**config.mk**
```make
export PLATFORM = sky130hd
export DESIGN_NAME = result_bcd_converter
export DESIGN_NICKNAME = d
export VERILOG_FILES = /design/src/rtl/result_bcd_converter.sv
export SDC_FILE = /design/constraint.sdc
export NUM_CORES = 1
export LEC_CHECK = 0
export CELL_PAD_IN_SITES_DETAIL_PLACEMENT = 0
export CELL_PAD_IN_SITES_GLOBAL_PLACEMENT = 1
export CORE_MARGIN = 10
export CORE_UTILIZATION = 35
export CTS_CLUSTER_DIAMETER = 50
export CTS_CLUSTER_SIZE = 28
export DETAILED_ROUTE_END_ITERATION = 10
export PLACE_DENSITY_LB_ADDON = 0.1
export SYNTH_ARGS = -nofsm -noshare
export SYNTH_HDL_FRONTEND = slang
export SYNTH_SLANG_ARGS = --single-unit
```
**constraint.sdc**
```tcl
create_clock -name clk -period 3.6 [get_ports clk]
set_clock_uncertainty 0.1 [all_clocks]
set_input_delay 0.36 -clock clk [delete_from_list [all_inputs] [get_ports clk]]
set_output_delay 0.36 -clock clk [all_outputs]
set_load 0.01 [all_outputs]
```
**src/rtl/result_bcd_converter.sv**
```systemverilog
// 16-bit unsigned binary to 5-digit BCD converter (iterative double-dabble).
// A conversion takes 17 cycles from start to the done pulse; bcd/err hold until the next one.
module result_bcd_converter (
   input  logic        clk,
   input  logic        rst,
   input  logic        start,
   input  logic [15:0] bin,
   input  logic        div0,
   output logic        busy,
   output logic        done,
   output logic        err,
   output logic [19:0] bcd
);

   localparam int unsigned BIN_W    = 16;
   localparam int unsigned BCD_W    = 20;
   localparam int unsigned DIGITS   = 5;
   localparam int unsigned CNT_W    = 5;
   localparam logic [CNT_W-1:0] LAST_SHIFT = CNT_W'(BIN_W - 1);
   localparam logic [BCD_W-1:0] ERR_CODE   = 20'hEEEEE;

   typedef enum logic [1:0] {
      IDLE   = 2'd0,
      SHIFT  = 2'd1,
      FINISH = 2'd2
   } state_t;

   state_t             state_q, state_d;
   logic [BCD_W-1:0]   acc_q, acc_d;
   logic [BIN_W-1:0]   bin_q, bin_d;
   logic               div0_q, div0_d;
   logic [CNT_W-1:0]   cnt_q, cnt_d;
   logic               busy_q, busy_d;
   logic               done_q, done_d;
   logic               err_q, err_d;
   logic [BCD_W-1:0]   bcd_q, bcd_d;
   logic [BCD_W-1:0]   adj;
   logic [BCD_W+BIN_W-1:0] shifted;

   // Add 3 to every digit >= 5 so the following left shift carries correctly into the next digit.
   function automatic logic [BCD_W-1:0] add3(input logic [BCD_W-1:0] a);
      logic [BCD_W-1:0] r;
      r = a;
      for (int i = 0; i < DIGITS; i++) begin
         if (a[4*i +: 4] >= 4'd5) begin
            r[4*i +: 4] = a[4*i +: 4] + 4'd3;
         end
      end
      return r;
   endfunction

   always_ff @(posedge clk) begin
      if (rst) begin
         state_q <= IDLE;
         acc_q   <= '0;
         bin_q   <= '0;
         div0_q  <= 1'b0;
         cnt_q   <= '0;
         busy_q  <= 1'b0;
         done_q  <= 1'b0;
         err_q   <= 1'b0;
         bcd_q   <= '0;
      end else begin
         state_q <= state_d;
         acc_q   <= acc_d;
         bin_q   <= bin_d;
         div0_q  <= div0_d;
         cnt_q   <= cnt_d;
         busy_q  <= busy_d;
         done_q  <= done_d;
         err_q   <= err_d;
         bcd_q   <= bcd_d;
      end
   end

   always_comb begin
      state_d = state_q;
      acc_d   = acc_q;
      bin_d   = bin_q;
      div0_d  = div0_q;
      cnt_d   = cnt_q;
      done_d  = 1'b0;
      err_d   = err_q;
      bcd_d   = bcd_q;
      adj     = add3(acc_q);
      shifted = {adj, bin_q} << 1;

      case (state_q)
         IDLE: begin
            if (start) begin
               bin_d   = bin;
               div0_d  = div0;
               acc_d   = '0;
               cnt_d   = '0;
               state_d = SHIFT;
            end
         end
         SHIFT: begin
            acc_d = shifted[BCD_W+BIN_W-1:BIN_W];
            bin_d = shifted[BIN_W-1:0];
            cnt_d = cnt_q + CNT_W'(1);
            if (cnt_q == LAST_SHIFT) begin
               state_d = FINISH;
            end
         end
         FINISH: begin
            bcd_d   = div0_q ? ERR_CODE : acc_q;
            err_d   = div0_q;
            done_d  = 1'b1;
            state_d = IDLE;
         end
         default: begin
            state_d = IDLE;
         end
      endcase

      busy_d = (state_d != IDLE);
   end

   assign busy = busy_q;
   assign done = done_q;
   assign err  = err_q;
   assign bcd  = bcd_q;

endmodule

```
* After elaboration in Yosys (flattened, before gate mapping)
Index checks and enable logic that the tools add are counted.
** Word-level totals
- Register bits :: 67
- Input bits :: 20
- Output and inout bits :: 23
- Logic and storage cells :: 45
** Cells by class
- $add $sub $neg :: 6
- $lt $le $gt $ge :: 5
- Equal/unequal tests :: 4
- Multiplexer cells :: 16
- Reduce and logical (&&, ||, !) cells :: 5
** Operator list (count)
- $mux W20 :: 2
- $pmux W20 S2 :: 1
- $pmux W16 S2 :: 1
- $ge A4 B3 Y1 const B :: 5
- $add A4 B2 Y4 const B :: 4
- $mux W16 :: 1
- $mux W4 :: 4
- $pmux W5 S2 :: 1
- $add A5 B1 Y5 const B :: 1
- $eq A5 B4 Y1 const B :: 1
- $mux W5 :: 1
- $mux W2 :: 2
- $pmux W2 S2 :: 1
- $reduce_and A2 Y1 :: 2
- $reduce_bool A2 Y1 :: 2
- $add A3 B2 Y3 const B :: 1
- $mux W3 :: 1
- $eq A2 B1 Y1 const B :: 1
- $eq A2 B2 Y1 const B :: 1
- $logic_not A2 Y1 :: 1
- $ne A2 B2 Y1 const B :: 1
- $mux W1 :: 1

* Logic depth before layout (Yosys ltp)
- Word-level depth :: 4
- Gate-level depth with buffers :: 7
- Depth with buffers taken out :: 6

* Worst setup path after synthesis
No wires, ideal clock.
- Kind :: input-to-reg
- Start :: input port start
- End :: register cnt_q[2]
- Setup time :: 0.132 ns
- Arrival time :: 1.247 ns
- Required time :: 3.368 ns
- Setup slack :: 2.120 ns
- Cell stages on the path :: 7
- Path buffers :: 3
- Cells stage by stage :: buf_2 -> nor2_1 -> or2_1 -> buf_2 -> buf_2 -> o21ai_0 -> a21oi_1
** Between the ends
- Cells in the longest elaborated chain, start to end :: 2
** Ends and longest elaborated chain
- start, declared :: RTL line 6 : input logic start,
- $ne A2 B2 Y1 (no line)
- $reduce_and A2 Y1 (no line)
- end signal, assigned :: RTL line 68 : cnt_q <= cnt_d;
- end, declared :: RTL line 32 : logic [CNT_W-1:0] cnt_q, cnt_d;
Every way passes these cells.
A chain may end at the register's enable or synchronous reset.

* Worst setup path after layout
- Start :: register state_q[0]
- End :: register acc_q[15]
** Between the ends
- Cells in the longest elaborated chain, start to end :: 3
- Elaborated cells on any way between the ends :: 6
- Classes of those cells :: eq/ne (2); mux (1); reduce/logical (3)
** Ends and longest elaborated chain
- start, declared :: RTL line 28 : state_t state_q, state_d;
- start signal, assigned :: RTL line 64 : state_q <= state_d;
- $eq A2 B1 Y1 or $logic_not A2 Y1 (tied branches) :: RTL line 88 : case (state_q)
- $reduce_bool A2 Y1 (no line) or $ne A2 B2 Y1 (tied branches)
- $reduce_and A2 Y1 (no line)
- end signal, assigned :: RTL line 55 : acc_q <= '0;
- end signal, assigned :: RTL line 65 : acc_q <= acc_d;
- end, declared :: RTL line 29 : logic [BCD_W-1:0] acc_q, acc_d;
Several ways; a longest one is shown, not always the timed one.

==> key figures <==
Yosys
  • Synth top area share: 0.444
  • Netlist cell types: 29
  • Synth Warn #: 0
  • Most frequent cell after synthesis: nor2_1
  • Post-synthesis mux area share: 0.0199
  • Largest family of logic cells by synthesized area: simple AND/OR/NAND/NOR gates
  • Sequential share of the synthesized area: 0.444
  • Post-Synth Simple-Gate Area: 0.274
  • Mapped Area: 3020 um^2
  • Post-synthesis adder-cell area fraction: 0.0497
  • Yosys reg bits: 67
  • Post-synth net total: 406
  • Xor and xnor area share after synthesis: 0.0261
  • Yosys top cell by area: dfxtp_1
  • Asr flop ratio synth: 0
  • Top cells by count, synth: 75 x nor2_1, 67 x dfxtp_1, 49 x nor3_1
  • Compound-cell area share of the yosys netlist: 0.128
  • Top post-synthesis cells by area: dfxtp_1 44%, nor2_1 9.3%, nor3_1 8.1%
  • Syn Inst Count: 374
  • Syn_area_per_cell: 8.08 um^2
  • Main flop type after synthesis: dfxtp_1
  • Post-synth EDFFs: 0

Timing
  • Tcrit/Tclk final: 0.532
  • Slew margin rel.: 0.482
  • RSZ-0062 raised after global routing: no
  • Max Clk Rate: 522 MHz
  • Hold Vio Cnt, Final: 0
  • Final setup fails: 0
  • Setup TNS: 0 ns
  • Slew Viols, Final: 0
  • Worst Setup Slack, final: 1.68 ns
  • Worst slew pin tran: 0.776 ns
  • Final Critical Period: 1.92 ns

Final layout
  • Area Overhead vs Synth: 22.7%
  • Fin util: 0.447
  • Total Nets Final: 439
  • Final instance area: 3710 um^2
  • Filler cells: 816
  • Share of cells above drive strength 1: 0.0655
  • # diodes: 0

Clock tree
  • Cts hold-fix bufs: 0
  • H-tree levels: 3
  • CTS Buf Count: 9
  • Setup Fix Bufs, Post-CTS: 0
  • Clk root buf: clkbuf_8
  • Clock Latency Late Sink: 0.34 ns
  • Reg clk slew, reported paths: 0.07 ns
  • CTS tree: done
  • Post-CTS sizing: 0
  • Clock Path Buffers: 2
  • Sink Count: 67

Floorplan
  • Die Height: 113 um
  • Die ar.: 12800 um^2
  • Ports: 43
  • Initial Util: 0.364
  • Num rows: 33
  • Die width: 113 um
  • Core area: 8300 um^2

Worst hold path
  • Hold/Removal Path Class: flip-flop to flip-flop

Detailed routing
  • DR pass1 iterations: 4
  • Vias per Instance: 4.91
  • DRT antenna net count: 0
  • Initial drt markers: 89
  • Final wirelength: 7270 um
  • # DRC: 0
  • Via count: 2539
  • WL/cell: 14.1 um

Placement
  • Port Buf Inserts: 42
  • Post-DP Area: 3500 um^2
  • DP HPWL: 4740 um
  • Gpl congestion: 0.723
  • Place WS: 1.45 ns

Setup path
  • Crit Path Max Fanout: 32
  • Worst path cell trace: buf_4 > nor2_1 > or2_1 > o21ai_0 > a21oi_1
  • CP arrival: 2.01 ns
  • Worst path max stage delay: 0.45 ns
  • Startpoint Class: flip-flop
  • Critical Path RT: 3.70 ns
  • Crit. End Element: flip-flop
  • Crit path kind: flip-flop to flip-flop
  • Highest-delay cell along the critical path: dfxtp_1

Global routing
  • Overall routing resource usage: 0.117
  • Initial antenna violation count: 0
  • Vias in the first global route: 2642
  • GRT Residual Overflow: 0
  • First-pass GRT wire length: 12700 um
  • Largest net degree at the start of global routing: 37

Power
  • Max IR drop VDD: 0.000191 V
  • Cell area power density: 420 nW/um^2
  • Pwr Total: 1.56 mW
  • LEAKAGE: 1.43 nW

Flow run
  • Max-cap violations: 0

Outcome
  • Status: completed
per-layer routing:
metal  wire [um]  global-route usage
met4         107              0.0491
met1        3480               0.140
met2        3220               0.190
met5           0                   0
met3         456              0.0375
placed cells by master (no fill, tap or decap), types with 10 or more instances in the layout:
cell | netlist | layout
clkdlybuf4s50_1 | 0 | 41
inv_1 | 12 | 12
nor2_1 | 75 | 75
nor2b_1 | 16 | 16
ha_1 | 12 | 12
o21ai_0 | 10 | 10
clkbuf_8 | 0 | 12
a21oi_1 | 34 | 34
nor3_1 | 49 | 49
dfxtp_1 | 67 | 67
a22o_1 | 14 | 14
worst paths after layout:
check | startpoint | to | slack [ns] | cells past startpoint
worst min-delay path | bcd[16]$_SDFFE_PP0P_ | bcd[16]$_SDFFE_PP0P_ | 0.35 | 2
worst max-delay path | state_q[0]$_SDFF_PP0_ | acc_q[15]$_SDFFE_PP0P_ | 1.68 | 5
worst min register to register | bcd[16]$_SDFFE_PP0P_ | bcd[16]$_SDFFE_PP0P_ | 0.35 | 2
worst max register to register | state_q[0]$_SDFF_PP0_ | acc_q[15]$_SDFFE_PP0P_ | 1.68 | 5
cell families (layout without fill, tap and decap cells):
logic type | after synthesis | after routing
multiplexers | 6 | 6
flip-flops | 67 | 67
buffers and inverters | 40 | 78
adder cells (fa/ha/maj) | 12 | 12
AND/OR/NAND/NOR | 176 | 176
AO/OA/AOI/OAI | 64 | 64
XOR/XNOR | 9 | 9
registers in the layout (all words and copies together), names as in the netlist:
signal / flops
acc_q: 20
bcd: 20
bin_q: 16
cnt_q: 5
state_q: 2
busy: 1
div0_q: 1
done: 1
err: 1
power breakdown:
part | internal [mW] | switching (mW)
Sequential | 0.761 | 0.0146
Clock | 0.374 | 0.286
Combinational | 0.0544 | 0.0662
Total | 1.19 | 0.367
area by class of cell:
cell class                      count  area, um^2  area share
Sequential cell                    67        1340       0.362
Tap cell                          105         131      0.0354
Inverter                           12        45.0      0.0121
Timing Repair Buffer               50         475       0.128
Multi-Input combinational cell    267        1500       0.405
Clock buffer                       12         165      0.0445
Clock inverter                      4        47.5      0.0128
through the flow:
step	std cells	hold slack (ns)
after floorplan	374	0.337
after global placement	501	0.342
after detailed placement	501	0.349
after CTS	517	0.362
after global routing	517	0.395
final	517	0.355
worst max-delay path: cells and delay by family (launching register included):
kind | cells | cell delay (ns)
AO/OA/AOI/OAI | 2 | 0.32
buffers and inverters | 1 | 0.34
flip-flops | 1 | 0.45
AND/OR/NAND/NOR | 2 | 0.55
No activity file was read; power rests on OpenSTA's default activity.
